===== src/rtl/decode_pkg.sv =====
// Shared record type, opcode-class indices and funct3/funct7 legality tables for the RV32 decode stage.
// Define INST_DECODE_MEXT_EN to accept M-extension OP instructions (funct7 0x01).
package decode_pkg;

`ifdef INST_DECODE_MEXT_EN
  localparam logic MEXT_EN = 1'b1;
`else
  localparam logic MEXT_EN = 1'b0;
`endif

  localparam int OPC_NUM = 11;

  // Bit positions inside the one-hot opcode-class vector
  typedef enum logic [3:0] {
    OPC_LOAD    = 4'd0,
    OPC_MISCMEM = 4'd1,
    OPC_OPIMM   = 4'd2,
    OPC_AUIPC   = 4'd3,
    OPC_STORE   = 4'd4,
    OPC_OP      = 4'd5,
    OPC_LUI     = 4'd6,
    OPC_BRANCH  = 4'd7,
    OPC_JALR    = 4'd8,
    OPC_JAL     = 4'd9,
    OPC_SYSTEM  = 4'd10
  } opc_idx_e;

  localparam logic [4:0] OPV_LOAD    = 5'b00000;
  localparam logic [4:0] OPV_MISCMEM = 5'b00011;
  localparam logic [4:0] OPV_OPIMM   = 5'b00100;
  localparam logic [4:0] OPV_AUIPC   = 5'b00101;
  localparam logic [4:0] OPV_STORE   = 5'b01000;
  localparam logic [4:0] OPV_OP      = 5'b01100;
  localparam logic [4:0] OPV_LUI     = 5'b01101;
  localparam logic [4:0] OPV_BRANCH  = 5'b11000;
  localparam logic [4:0] OPV_JALR    = 5'b11001;
  localparam logic [4:0] OPV_JAL     = 5'b11011;
  localparam logic [4:0] OPV_SYSTEM  = 5'b11100;

  localparam logic [6:0] F7_ZERO   = 7'h00;
  localparam logic [6:0] F7_ALT    = 7'h20;
  localparam logic [6:0] F7_MULDIV = 7'h01;

  // Bit n set means funct3 == n is legal for that class
  localparam logic [7:0] LOAD_F3_OK   = 8'b0011_0111;
  localparam logic [7:0] BRANCH_F3_OK = 8'b1111_0011;
  localparam logic [7:0] STORE_F3_OK  = 8'b0000_0111;
  localparam logic [7:0] CSR_F3_OK    = 8'b1110_1110;

  typedef struct packed {
    logic [OPC_NUM-1:0] opc;
    logic [4:0]         alu_op;
    logic [4:0]         rd;
    logic [4:0]         rs1;
    logic [4:0]         rs2;
    logic [31:0]        imm;
    logic               illegal;
  } decoded_t;

endpackage


===== src/rtl/inst_decode_comb.sv =====
// Pure combinational RV32 decoder: raw instruction to decoded_t record.
// M-extension legality follows INST_DECODE_MEXT_EN through decode_pkg::MEXT_EN.
module inst_decode_comb
  import decode_pkg::*;
(
  input  logic [31:0] inst,
  output decoded_t    dec
);

  logic [6:0]         f7;
  logic [2:0]         f3;
  logic [4:0]         rd;
  logic [4:0]         rs1;
  logic [OPC_NUM-1:0] opc;
  logic               illegal;
  logic               is_env;
  logic [31:0]        imm;
  logic [31:0]        imm_i;
  logic [31:0]        imm_s;
  logic [31:0]        imm_b;
  logic [31:0]        imm_u;
  logic [31:0]        imm_j;

  assign f7  = inst[31:25];
  assign f3  = inst[14:12];
  assign rd  = inst[11:7];
  assign rs1 = inst[19:15];

  assign imm_i = {{20{inst[31]}}, inst[31:20]};
  assign imm_s = {{20{inst[31]}}, inst[31:25], inst[11:7]};
  assign imm_b = {{19{inst[31]}}, inst[31], inst[7], inst[30:25], inst[11:8], 1'b0};
  assign imm_u = {inst[31:12], 12'b0};
  assign imm_j = {{11{inst[31]}}, inst[31], inst[19:12], inst[20], inst[30:21], 1'b0};

  // ECALL / EBREAK only; MRET, WFI and friends fall through as illegal
  assign is_env = (f3 == 3'd0) && (rd == 5'd0) && (rs1 == 5'd0) && (inst[31:21] == 11'd0);

  always_comb begin
    opc = '0;
    if (inst[1:0] == 2'b11) begin
      case (inst[6:2])
        OPV_LOAD:    opc[OPC_LOAD]    = 1'b1;
        OPV_MISCMEM: opc[OPC_MISCMEM] = 1'b1;
        OPV_OPIMM:   opc[OPC_OPIMM]   = 1'b1;
        OPV_AUIPC:   opc[OPC_AUIPC]   = 1'b1;
        OPV_STORE:   opc[OPC_STORE]   = 1'b1;
        OPV_OP:      opc[OPC_OP]      = 1'b1;
        OPV_LUI:     opc[OPC_LUI]     = 1'b1;
        OPV_BRANCH:  opc[OPC_BRANCH]  = 1'b1;
        OPV_JALR:    opc[OPC_JALR]    = 1'b1;
        OPV_JAL:     opc[OPC_JAL]     = 1'b1;
        OPV_SYSTEM:  opc[OPC_SYSTEM]  = 1'b1;
        default:     opc = '0;
      endcase
    end
  end

  always_comb begin
    illegal = (opc == '0);
    if (opc[OPC_JALR] && (f3 != 3'd0))        illegal = 1'b1;
    if (opc[OPC_BRANCH] && !BRANCH_F3_OK[f3]) illegal = 1'b1;
    if (opc[OPC_LOAD] && !LOAD_F3_OK[f3])     illegal = 1'b1;
    if (opc[OPC_STORE] && !STORE_F3_OK[f3])   illegal = 1'b1;
    if (opc[OPC_MISCMEM] && (f3 != 3'd0))     illegal = 1'b1;
    if (opc[OPC_OP]) begin
      case (f7)
        F7_ZERO:   illegal = illegal;
        F7_ALT:    if ((f3 != 3'd0) && (f3 != 3'd5)) illegal = 1'b1;
        F7_MULDIV: if (!MEXT_EN) illegal = 1'b1;
        default:   illegal = 1'b1;
      endcase
    end
    if (opc[OPC_OPIMM] && ((f3 == 3'd1) || (f3 == 3'd5)) &&
        !((f7 == F7_ZERO) || ((f7 == F7_ALT) && (f3 == 3'd5))))
      illegal = 1'b1;
    if (opc[OPC_SYSTEM] && !(is_env || CSR_F3_OK[f3])) illegal = 1'b1;
  end

  always_comb begin
    imm = '0;
    if (opc[OPC_LUI] || opc[OPC_AUIPC])  imm = imm_u;
    else if (opc[OPC_JAL])               imm = imm_j;
    else if (opc[OPC_BRANCH])            imm = imm_b;
    else if (opc[OPC_STORE])             imm = imm_s;
    else if (opc[OPC_JALR] || opc[OPC_LOAD] || opc[OPC_OPIMM] ||
             opc[OPC_MISCMEM] || opc[OPC_SYSTEM])
      imm = imm_i;
  end

  always_comb begin
    dec         = '0;
    dec.opc     = opc;
    dec.alu_op  = {f7[0] & MEXT_EN, f7[5], f3};
    dec.rd      = rd;
    dec.rs1     = rs1;
    dec.rs2     = inst[24:20];
    dec.imm     = imm;
    dec.illegal = illegal;
  end

endmodule


===== src/rtl/inst_decode_stage.sv =====
// Registered RV32 decode stage: decodes accepted instructions into a DEPTH-entry in-order queue
// and stops accepting after an illegal instruction until flush. M extension via INST_DECODE_MEXT_EN.
module inst_decode_stage
  import decode_pkg::*;
#(
  parameter int XLEN  = 32,
  parameter int DEPTH = 2
) (
  input  logic                       clk,
  input  logic                       rst,
  input  logic                       flush,
  input  logic                       in_valid,
  output logic                       in_ready,
  input  logic [XLEN-1:0]            in_inst,
  input  logic [XLEN-1:0]            in_pc,
  output logic                       out_valid,
  input  logic                       out_ready,
  output logic [XLEN-1:0]            out_pc,
  output logic [XLEN-1:0]            out_inst,
  output logic [10:0]                out_opc,
  output logic [4:0]                 out_alu_op,
  output logic [4:0]                 out_rd,
  output logic [4:0]                 out_rs1,
  output logic [4:0]                 out_rs2,
  output logic [XLEN-1:0]            out_imm,
  output logic                       out_illegal,
  output logic [$clog2(DEPTH+1)-1:0] count
);

  localparam int PW = $clog2(DEPTH);
  localparam int CW = $clog2(DEPTH+1);
  localparam logic [CW-1:0] FULL_CNT = CW'(DEPTH);

  typedef enum logic {RUN, TRAP} state_e;

  state_e          state_q;
  state_e          state_d;
  decoded_t        dec;
  decoded_t        rec_q  [DEPTH];
  logic [XLEN-1:0] pc_q   [DEPTH];
  logic [XLEN-1:0] inst_q [DEPTH];
  logic [PW-1:0]   wr_ptr;
  logic [PW-1:0]   rd_ptr;
  logic            push;
  logic            pop;

  inst_decode_comb u_decode (
    .inst (in_inst),
    .dec  (dec)
  );

  // A full queue still accepts when the head leaves in the same cycle
  assign in_ready  = (state_q == RUN) && ((count < FULL_CNT) || out_ready);
  assign out_valid = (count != '0);
  assign push      = in_valid && in_ready && !flush;
  assign pop       = out_valid && out_ready && !flush;

  always_ff @(posedge clk or posedge rst) begin
    if (rst) begin
      wr_ptr <= '0;
      rd_ptr <= '0;
      count  <= '0;
    end else if (flush) begin
      wr_ptr <= '0;
      rd_ptr <= '0;
      count  <= '0;
    end else begin
      if (push) wr_ptr <= wr_ptr + PW'(1);
      if (pop)  rd_ptr <= rd_ptr + PW'(1);
      if (push && !pop)      count <= count + CW'(1);
      else if (pop && !push) count <= count - CW'(1);
    end
  end

  // Storage is cleared on reset so every out_* field reads zero afterwards
  always_ff @(posedge clk or posedge rst) begin
    if (rst) begin
      for (int i = 0; i < DEPTH; i++) begin
        rec_q[i]  <= '0;
        pc_q[i]   <= '0;
        inst_q[i] <= '0;
      end
    end else if (push) begin
      rec_q[wr_ptr]  <= dec;
      pc_q[wr_ptr]   <= in_pc;
      inst_q[wr_ptr] <= in_inst;
    end
  end

  always_ff @(posedge clk or posedge rst) begin
    if (rst) state_q <= RUN;
    else     state_q <= state_d;
  end

  always_comb begin
    state_d = state_q;
    if (flush)                     state_d = RUN;
    else if (push && dec.illegal)  state_d = TRAP;
  end

  assign out_pc      = pc_q[rd_ptr];
  assign out_inst    = inst_q[rd_ptr];
  assign out_opc     = rec_q[rd_ptr].opc;
  assign out_alu_op  = rec_q[rd_ptr].alu_op;
  assign out_rd      = rec_q[rd_ptr].rd;
  assign out_rs1     = rec_q[rd_ptr].rs1;
  assign out_rs2     = rec_q[rd_ptr].rs2;
  assign out_imm     = rec_q[rd_ptr].imm;
  assign out_illegal = rec_q[rd_ptr].illegal;

endmodule


===== config.mk =====
export PLATFORM = sky130hd
export DESIGN_NAME = inst_decode_stage
export DESIGN_NICKNAME = d
export VERILOG_FILES = /design/src/rtl/decode_pkg.sv /design/src/rtl/inst_decode_comb.sv /design/src/rtl/inst_decode_stage.sv
export SDC_FILE = /design/constraint.sdc
export NUM_CORES = 1
export LEC_CHECK = 0
export CORE_AREA = 2 2 166 119
export DETAILED_ROUTE_END_ITERATION = 8
export DIE_AREA = 0 0 168 121
export GPL_TIMING_DRIVEN = 0
export PLACE_DENSITY = 0.91
export SYNTH_ARGS = -nofsm -noshare
export SYNTH_HDL_FRONTEND = slang
export SYNTH_SLANG_ARGS = --single-unit
export TNS_END_PERCENT = 100

===== constraint.sdc =====
create_clock -name clk -period 14.75 [get_ports clk]
set_input_delay 2.2125 -clock clk [delete_from_list [all_inputs] [get_ports clk]]
set_output_delay 2.2125 -clock clk [all_outputs]
set_load 0.05 [all_outputs]

==> out/results.ini <==
[status]
status = finished, final reports clean

[power]
power_mw = 2.154
power_density_mw_per_mm2 = 161.3
ir_drop_mv = 0.1198
power_leakage_nw = 6.292

[clocking]
clockRootBuffer = clkbuf_16
post_cts.repair.setup_buffers = 0
htree_levels = 1
clockBufferDepth = 3
clkLatencyLatePin_ns = 0.51
cts_tree = built
clkTransAtPathRegs_ns = 0.06
cts.sinks = 221
ctsResizeCount = 0
cts-buffers-inserted = 22
hold_buffers = 0

[routing]
wire_per_inst_um = 19.74
vias = 9269
routed_wl_mm = 31.47
via_per_inst = 5.815
post-route-drc-count = 0
drtAntennaViolNets = 0
dr.pass1.iters = 5
drtIter0Drc = 1009

[sta]
fin_crit_ns = 5.999
tightest_slew_ns = 0.8604
rsz0062_at_grt = no
fin_worst_skew_ns = 0.01600
finalCritPeriodShare_pct = 40.67
slew_headroom_pct = 42.64
fmaxAchievable_mhz = 166.7
hold_viol = 0
finalSetupTns_ns = 0
slew_viol_final = 0
setup_viol = 0
setup_ws_ns = 8.751

[critical_path]
worstRegToRegCells = 6
path_class = in -> out
path_delay_family = buffers and inverters
cpMostUsedCell = clkdlybuf4s50_1
path_buf_inv = 2
r2r_end = rec_q[66]
rr_startpoint = state_q
endpoint_kind = primary output
worstPathArrival_ns = 3.79
cpPeakStageDelay_ns = 0.81
cp_data_required_time_ns = 12.54
start_kind = input pin
path_max_fanout = 5
slowest_stage = clkdlybuf4s50_1
reg2reg_setup_slack_ns = 12.69
path_cells = clkdlybuf4s50_1 > nor2b_1 > nor2_1 > clkdlybuf4s50_1

[final_layout]
finalNonFillerCells = 1594
fill_cells = 1334
final_nets = 1406
area_delta_synth_final_pct = 29.70
drive_above_1_share_pct = 16.80

[die]
boundaryPins = 201
core_mm2 = 0.01866
die_h_um = 121
fp.dieArea_mm2 = 0.02033
rows = 42
start_util_pct = 55.18
die_w_um = 168

[logic_synthesis]
syn_avg_cell_area_um2 = 9.225
synth_top_area_share_pct = 53.72
syn_nets = 1185
synth-edff-count = 0
async_reset_ff_share_pct = 100.0
syn_area_mm2 = 0.01029
ys_ff_latch = 221
synth_ff_type = dfrtp_1
yosysSeqAreaShare_pct = 53.72
synth_area_leaders = dfrtp_1 54%, nand2_1 17%, mux2_2 12%
synthDistinctLibCells = 46
synth_top_cell_by_area = dfrtp_1
synth_cells = 1116
yosysWarnings = 0

[grt]
gr-total-overflow = 0
grt_pass1_wl_mm = 49.03
grt_max_degree = 126
antenna_found_initial = 1
grtUsageTotal_pct = 31.10
grt_pass1_vias = 9331

[hold_path]
min_path_type = reg -> reg
worstHoldStart = rec_q[115]
hold_path_end = rec_q[115]
hold_depth = 2

[place]
dp_cells = 1555
place_hpwl_mm = 22.02
post-place-ws_ns = 8.748
place.gp.congestion = 0.9473
port_buffers = 196

[run]
cap_violations = 0

-- worst max-delay path by stage --
stage | startpoint | end | slack [ns] | cells after the start
3_5_place_dp | out_ready | in_ready | 8.75 | 4
2_1_floorplan | rst | count[0] | 6.49 | 1
4_1_cts | out_ready | in_ready | 8.75 | 4
3_3_place_gp | rst | rec_q[84] | 3.91 | 2
5_1_grt | out_ready | in_ready | 8.67 | 4
6_report | out_ready | in_ready | 8.75 | 4
-- worst min-delay path, cell delays in order, from the launching register on --
cell	delay, ns
dfrtp_1	0.34
nand2_1	0.05
nand2_1	0.05
-- per-stage QoR --
stage / instance area (um^2) / utilization, % / hold WS [ns]
6_report: 13350 / 71.58 / 0.4703
5_1_grt: 13350 / 71.56 / 0.4903
3_5_place_dp: 12590 / 67.51 / 0.4584
3_3_place_gp: 12560 / 67.32 / 0.4514
4_1_cts: 13350 / 71.56 / 0.4733
2_1_floorplan: 10290 / - / 0.4401
-- layout by cell type, fill, tap and decap left out, types with 2 or more instances in the layout --
cell type          n
a21oi_1           43
a21oi_2            2
a311o_1            2
a31oi_1           11
a32oi_1            2
and2_1             3
and3_1             4
and4_1             2
buf_2             41
buf_4             24
bufinv_16          3
clkbuf_1          27
clkbuf_16         23
clkbuf_8           4
clkdlybuf4s50_1  196
clkinv_2           4
dfrtp_1          221
inv_1              2
mux2_2           111
nand2_1          471
nand2b_1           4
nand3_1            3
nor2_1            38
nor2b_1            6
nor3_1             2
nor3_2             4
nor3b_1            3
nor4_1             4
o21ai_0           18
o21ai_1           45
o31ai_1            3
or2_2              2
xor2_1             3
-- power breakdown --
| part | total (mW) | internal [mW] | switching (mW) |
|---|---|---|---|
| Combinational | 0.752 | 0.271 | 0.481 |
| Clock | 0.588 | 0.356 | 0.232 |
| Sequential | 0.814 | 0.741 | 0.0733 |
-- synthesized netlist by cell type (2+ instances only) --
| library cell | n |
|---|---|
| a311o_1 | 2 |
| and2_1 | 3 |
| a21oi_2 | 2 |
| nor3_1 | 2 |
| buf_2 | 41 |
| inv_1 | 3 |
| mux2_2 | 111 |
| and3_1 | 4 |
| clkbuf_1 | 23 |
| a21oi_1 | 43 |
| o31ai_1 | 3 |
| buf_4 | 24 |
| dfrtp_1 | 221 |
| a31oi_1 | 11 |
| or2_2 | 2 |
| a32oi_1 | 2 |
| nor3b_1 | 3 |
| nor2_1 | 38 |
| nand3_1 | 3 |
| and4_1 | 2 |
| nor2b_1 | 6 |
| o21ai_0 | 18 |
| nand2_1 | 471 |
| o21ai_1 | 45 |
| nor3_2 | 4 |
| xor2_1 | 3 |
| nor4_1 | 4 |
| nand2b_1 | 4 |
-- layout make-up --
| type | count | area, um^2 | area share [%] |
|---|---|---|---|
| Clock inverter | 7 | 110.1 | 0.8246 |
| Tap cell | 242 | 302.8 | 2.268 |
| Multi-Input combinational cell | 804 | 4282 | 32.07 |
| Buffer | 88 | 471.7 | 3.533 |
| Sequential cell | 221 | 5530 | 41.42 |
| Inverter | 3 | 18.77 | 0.1406 |
| Antenna cell | 1 | 2.502 | 0.01874 |
| Clock buffer | 31 | 645.6 | 4.835 |
| Timing Repair Buffer | 197 | 1989 | 14.90 |
-- metal layers --
metal  GRT usage [%]  wire, um
met5               0         0
met4           10.00      1115
met3           8.056      3648
met2           48.42     14020
met1           43.05     12680
-- cells by family (layout without fill, tap and decap cells) --
logic type | after synthesis | in the layout | synth area share [%]
AO/OA/AOI/OAI | 132 | 132 | 7.268
XOR/XNOR | 3 | 3 | 0.2553
buffers and inverters | 91 | 326 | 4.691
flip-flops | 221 | 221 | 53.72
multiplexers | 113 | 113 | 12.35
other | 1 | 2 | 0.03643
AND/OR/NAND/NOR | 555 | 555 | 21.68
-- registers in the layout (all words and copies together) (netlist names) --
| signal | cells |
|---|---|
| rec_q | 120 |
| pc_q | 64 |
| rd_ptr | 1 |
| wr_ptr | 1 |
| count | 2 |
| state_q | 1 |
| inst_q | 32 |
Power figures use the tool's default switching activity.
